`src/rtl/lfsr_burst_source.sv`:
```
// Burst-controlled pseudo-random word source: a 32-bit Galois LFSR feeds a
// one-entry valid/ready output register, emitting burst_len words per start.
module lfsr_burst_source #(
  parameter int          WIDTH        = 16,
  parameter logic [31:0] POLY         = 32'h80200003,
  parameter logic [31:0] DEFAULT_SEED = 32'h00000001
) (
  input  logic             clk,
  input  logic             rst,
  input  logic             reseed,
  input  logic [31:0]      seed_val,
  input  logic             start,
  input  logic [15:0]      burst_len,
  output logic [WIDTH-1:0] out_data,
  output logic             out_valid,
  input  logic             out_ready,
  output logic             busy,
  output logic             done,
  output logic [31:0]      word_cnt
);

  typedef enum logic [1:0] {IDLE, RUN, DRAIN} state_t;

  state_t      state, state_nx;
  logic [31:0] lfsr, lfsr_step;
  logic [15:0] remaining, remaining_nx;
  logic        slot_free, hs, load, done_nx;

  assign slot_free = !out_valid || out_ready;
  assign hs        = out_valid && out_ready;
  assign busy      = (state != IDLE);
  assign lfsr_step = lfsr[0] ? ((lfsr >> 1) ^ POLY) : (lfsr >> 1);

  always_comb begin
    state_nx     = state;
    remaining_nx = remaining;
    load         = 1'b0;
    done_nx      = 1'b0;
    unique case (state)
      IDLE: begin
        if (start) begin
          remaining_nx = burst_len;
          // A zero-length burst completes immediately without leaving IDLE.
          if (burst_len != 16'd0) state_nx = RUN;
          else                    done_nx  = 1'b1;
        end
      end
      RUN: begin
        if (slot_free) begin
          load         = 1'b1;
          remaining_nx = remaining - 16'd1;
          if (remaining == 16'd1) state_nx = DRAIN;
        end
      end
      DRAIN: begin
        if (hs) begin
          state_nx = IDLE;
          done_nx  = 1'b1;
        end
      end
      default: state_nx = IDLE;
    endcase
  end

  always_ff @(posedge clk) begin
    if (rst) begin
      state     <= IDLE;
      lfsr      <= DEFAULT_SEED;
      remaining <= '0;
      out_data  <= '0;
      out_valid <= 1'b0;
      done      <= 1'b0;
      word_cnt  <= '0;
    end else if (reseed) begin
      // Any in-flight word is dropped; a zero seed would lock the LFSR.
      state     <= IDLE;
      lfsr      <= (seed_val == 32'd0) ? DEFAULT_SEED : seed_val;
      remaining <= '0;
      out_valid <= 1'b0;
      done      <= 1'b0;
      word_cnt  <= '0;
    end else begin
      state     <= state_nx;
      remaining <= remaining_nx;
      done      <= done_nx;
      if (hs) word_cnt <= word_cnt + 32'd1;
      if (load) begin
        out_data  <= lfsr[WIDTH-1:0];
        out_valid <= 1'b1;
        lfsr      <= lfsr_step;
      end else if (slot_free) begin
        out_valid <= 1'b0;
      end
    end
  end

endmodule

```
`config.mk`:
```
export PLATFORM = sky130hd
export DESIGN_NAME = lfsr_burst_source
export DESIGN_NICKNAME = d
export VERILOG_FILES = /design/src/rtl/lfsr_burst_source.sv
export SDC_FILE = /design/constraint.sdc
export NUM_CORES = 1
export LEC_CHECK = 0
export ABC_AREA = 1
export CAP_MARGIN = 20
export CORE_UTILIZATION = 50
export CTS_CLUSTER_SIZE = 16
export DETAILED_ROUTE_END_ITERATION = 10
export PLACE_DENSITY = 0.87
export SKIP_LAST_GASP = 1
export SLEW_MARGIN = 20
export SYNTH_ARGS = -nofsm -noshare
export SYNTH_HDL_FRONTEND = slang
export SYNTH_SLANG_ARGS = --single-unit
```
`constraint.sdc`:
```
create_clock -name clk -period 1.56 [get_ports clk]
set_input_delay 0.39 -clock clk [delete_from_list [all_inputs] [get_ports clk]]
set_output_delay 0.39 -clock clk [all_outputs]
set_load 0.02 [all_outputs]
```
==> impl_metrics.json <==
{
  "antenna_found_initial": 0,
  "h-tree-depth": 3,
  "viasPerCell": 5.20,
  "gp_congestion": 0.878,
  "nNetsFinal": 991,
  "drtAntennaViolNets": 0,
  "crit_type": "input pin to flop",
  "clkLatencyLatePin_ns": 0.37,
  "synth_area_mm2": 0.00515,
  "vdd_drop_max_uv": 487,
  "cp.required_ns": 1.83,
  "ys_ff_latch": 100,
  "final_core_util_pct": 70.3,
  "seq_area_frac_synth_pct": 38.9,
  "min_period_ns": 1.54,
  "clockRootBuffer": "clkbuf_8",
  "grt_setup_unrepaired": "true",
  "hold_path_class": "flop to flop",
  "die_h_um": 103,
  "finalClockSkew_ns": 0.0101,
  "power.density_mw_per_mm2": 723,
  "wl_per_cell_um": 12.9,
  "fmax_mhz": 649,
  "start_util_pct": 52.2,
  "drc": 0,
  "max-cap-violations": 0,
  "cp-end-kind": "flop",
  "final_cell_mix": "227 x nand2_1, 120 x nor2_1, 97 x dfxtp_1",
  "placed_cells": 1057,
  "p_leak_nw": 2.83,
  "synthCells": 779,
  "setup_tns_ns": 0,
  "synth_edf_count": 0,
  "numCtsBuffers": 9,
  "yosysUniqueCellTypes": 36,
  "dr.pass1.iters": 5,
  "place_area_mm2": 0.00678,
  "rows": 36,
  "hold_viol_final": 0,
  "async_reset_ff_share_pct": 0,
  "hold_slack_ns": 0.461,
  "ys_warn_count": 0,
  "min_period_over_period_pct": 98.7,
  "cp_max_fo": 24,
  "grt_usage_pct": 26.9,
  "ios": 104,
  "cts.path.max_buffers": 2,
  "port_buffers": 103,
  "status": "completed",
  "syn_area_per_cell_um2": 6.61,
  "die_width_um": 103,
  "final_area_mm2": 0.00693,
  "worst-endpoint-arrival_ns": 1.81,
  "synth_nets": 835,
  "report.final.slew_viol_count": 0,
  "dpl.hpwl_um": 10200,
  "drt-total-wl_um": 13800,
  "drive_gt1_share_pct": 15.4,
  "slew_headroom_pct": 75.7,
  "grt_pass1_wl_um": 22700,
  "vias": 5574,
  "drt_iter0_drc": 288,
  "synth_ff_type": "dfxtp_1",
  "diodes": 0,
  "cts_tree": "built",
  "setup_viol": 0,
  "syn_to_final_growth_pct": 34.7,
  "stdcell_count": 1072,
  "nFillCells": 813,
  "grt_overflow_total": 0,
  "worstMarginPinSlew_ns": 0.363,
  "layout_commonest_cell": "nand2_1",
  "grt_max_degree": 29,
  "grt_pass1_vias": 5113,
  "cts_sinks": 100,
  "die-area_mm2": 0.0107,
  "start_kind": "input pin",
  "path_clk_slew_ns": 0.10,
  "core_mm2": 0.00986
}
per-layer routing:
layer,vias to the layer above,share of wire [%],GRT usage (%)
met2,219,48,46.5
met4,0,1.0,6.61
met1,2532,44,34.2
met3,13,7.1,5.44
li1,2810,-,-
met5,-,0,0
stage by stage:
step	total power, W	worst slack, ns
floorplan	0.00320	0.00796
global placement	0.00356	-0.317
detailed placement	0.00358	-0.375
CTS	0.00501	-0.0201
global route	0.00524	-0.0254
finish	0.00501	0.0197
worst paths after layout:
path                   to  depth (start not counted)    startpoint  slack, ns
max           word_cnt[4]                          5        reseed       0.02
min reg2reg   out_data[6]                          2   out_data[6]       0.46
max reg2reg  word_cnt[29]                          8  word_cnt[14]       0.08
min           out_data[6]                          2   out_data[6]       0.46
cell families after synthesis:
family,count (synthesis),synth area share [%]
compound gates,126,13.9
xor+xnor,9,1.53
fa+ha+maj,3,0.729
buf+inv,97,7.92
flops,100,38.9
simple gates,444,37.0
report_power, final:
| group | total (W) | leakage (nW) | internal, W | switching, W |
|---|---|---|---|---|
| clock | 0.00148 | 0.0787 | 0.000578 | 0.000899 |
| combinational | 0.000840 | 1.93 | 0.000391 | 0.000449 |
| sequential | 0.00269 | 0.816 | 0.00264 | 0.0000569 |
layout make-up:
cell class	count	area, µm²	area share [%]
well taps	133	166	2.40
repair buffers	172	1530	22.1
clock inverters	5	37.5	0.542
inverters	70	263	3.79
flip-flops and latches	100	2010	28.9
clock buffers	10	128	1.84
multi-input cells	582	2800	40.4
state kept, by name, summed over array words and instances, names as in the netlist:
| signal | cells |
|---|---|
| lfsr | 32 |
| word_cnt | 32 |
| out_data | 16 |
| remaining | 16 |
| state | 2 |
| done | 1 |
| out_valid | 1 |
cell usage after synthesis (2+ instances only):
master | instances | share of area [%]
clkinv_1 | 2 | 0.15
nand2_1 | 228 | 17
buf_6 | 2 | 0.44
xnor2_1 | 4 | 0.68
nor2_2 | 11 | 1.3
ha_1 | 3 | 0.73
nand4_1 | 11 | 1.3
nand2_2 | 7 | 0.85
clkbuf_1 | 12 | 0.87
nor2_4 | 8 | 1.8
nand4_2 | 2 | 0.49
nor3_1 | 9 | 0.87
nor3b_1 | 2 | 0.29
nor2_1 | 125 | 9.1
a211oi_1 | 4 | 0.58
nand3_1 | 36 | 3.5
a31oi_1 | 23 | 2.8
xor2_1 | 5 | 0.85
a21oi_1 | 52 | 5.1
dfxtp_1 | 100 | 39
o21ai_1 | 6 | 0.58
buf_4 | 5 | 0.73
inv_1 | 64 | 4.7
buf_2 | 8 | 0.78
a211oi_2 | 2 | 0.49
inv_2 | 4 | 0.29
a21o_1 | 3 | 0.44
o21ai_0 | 33 | 3.2
worst max-delay path, cell delays in order:
cell	delay [ns]
clkdlybuf4s50_1	0.50
nor2_1	0.35
inv_1	0.15
buf_12	0.19
nor3b_1	0.23
repair_timing:
action	CTS	global route
endpoints found under the setup margin	52	58
pin swaps	0	3
buffers inserted	0	0
hold buffers	0	0
resized for setup	58	52
endpoints found under the hold margin	0	0
(Power assumes the default switching activity.)
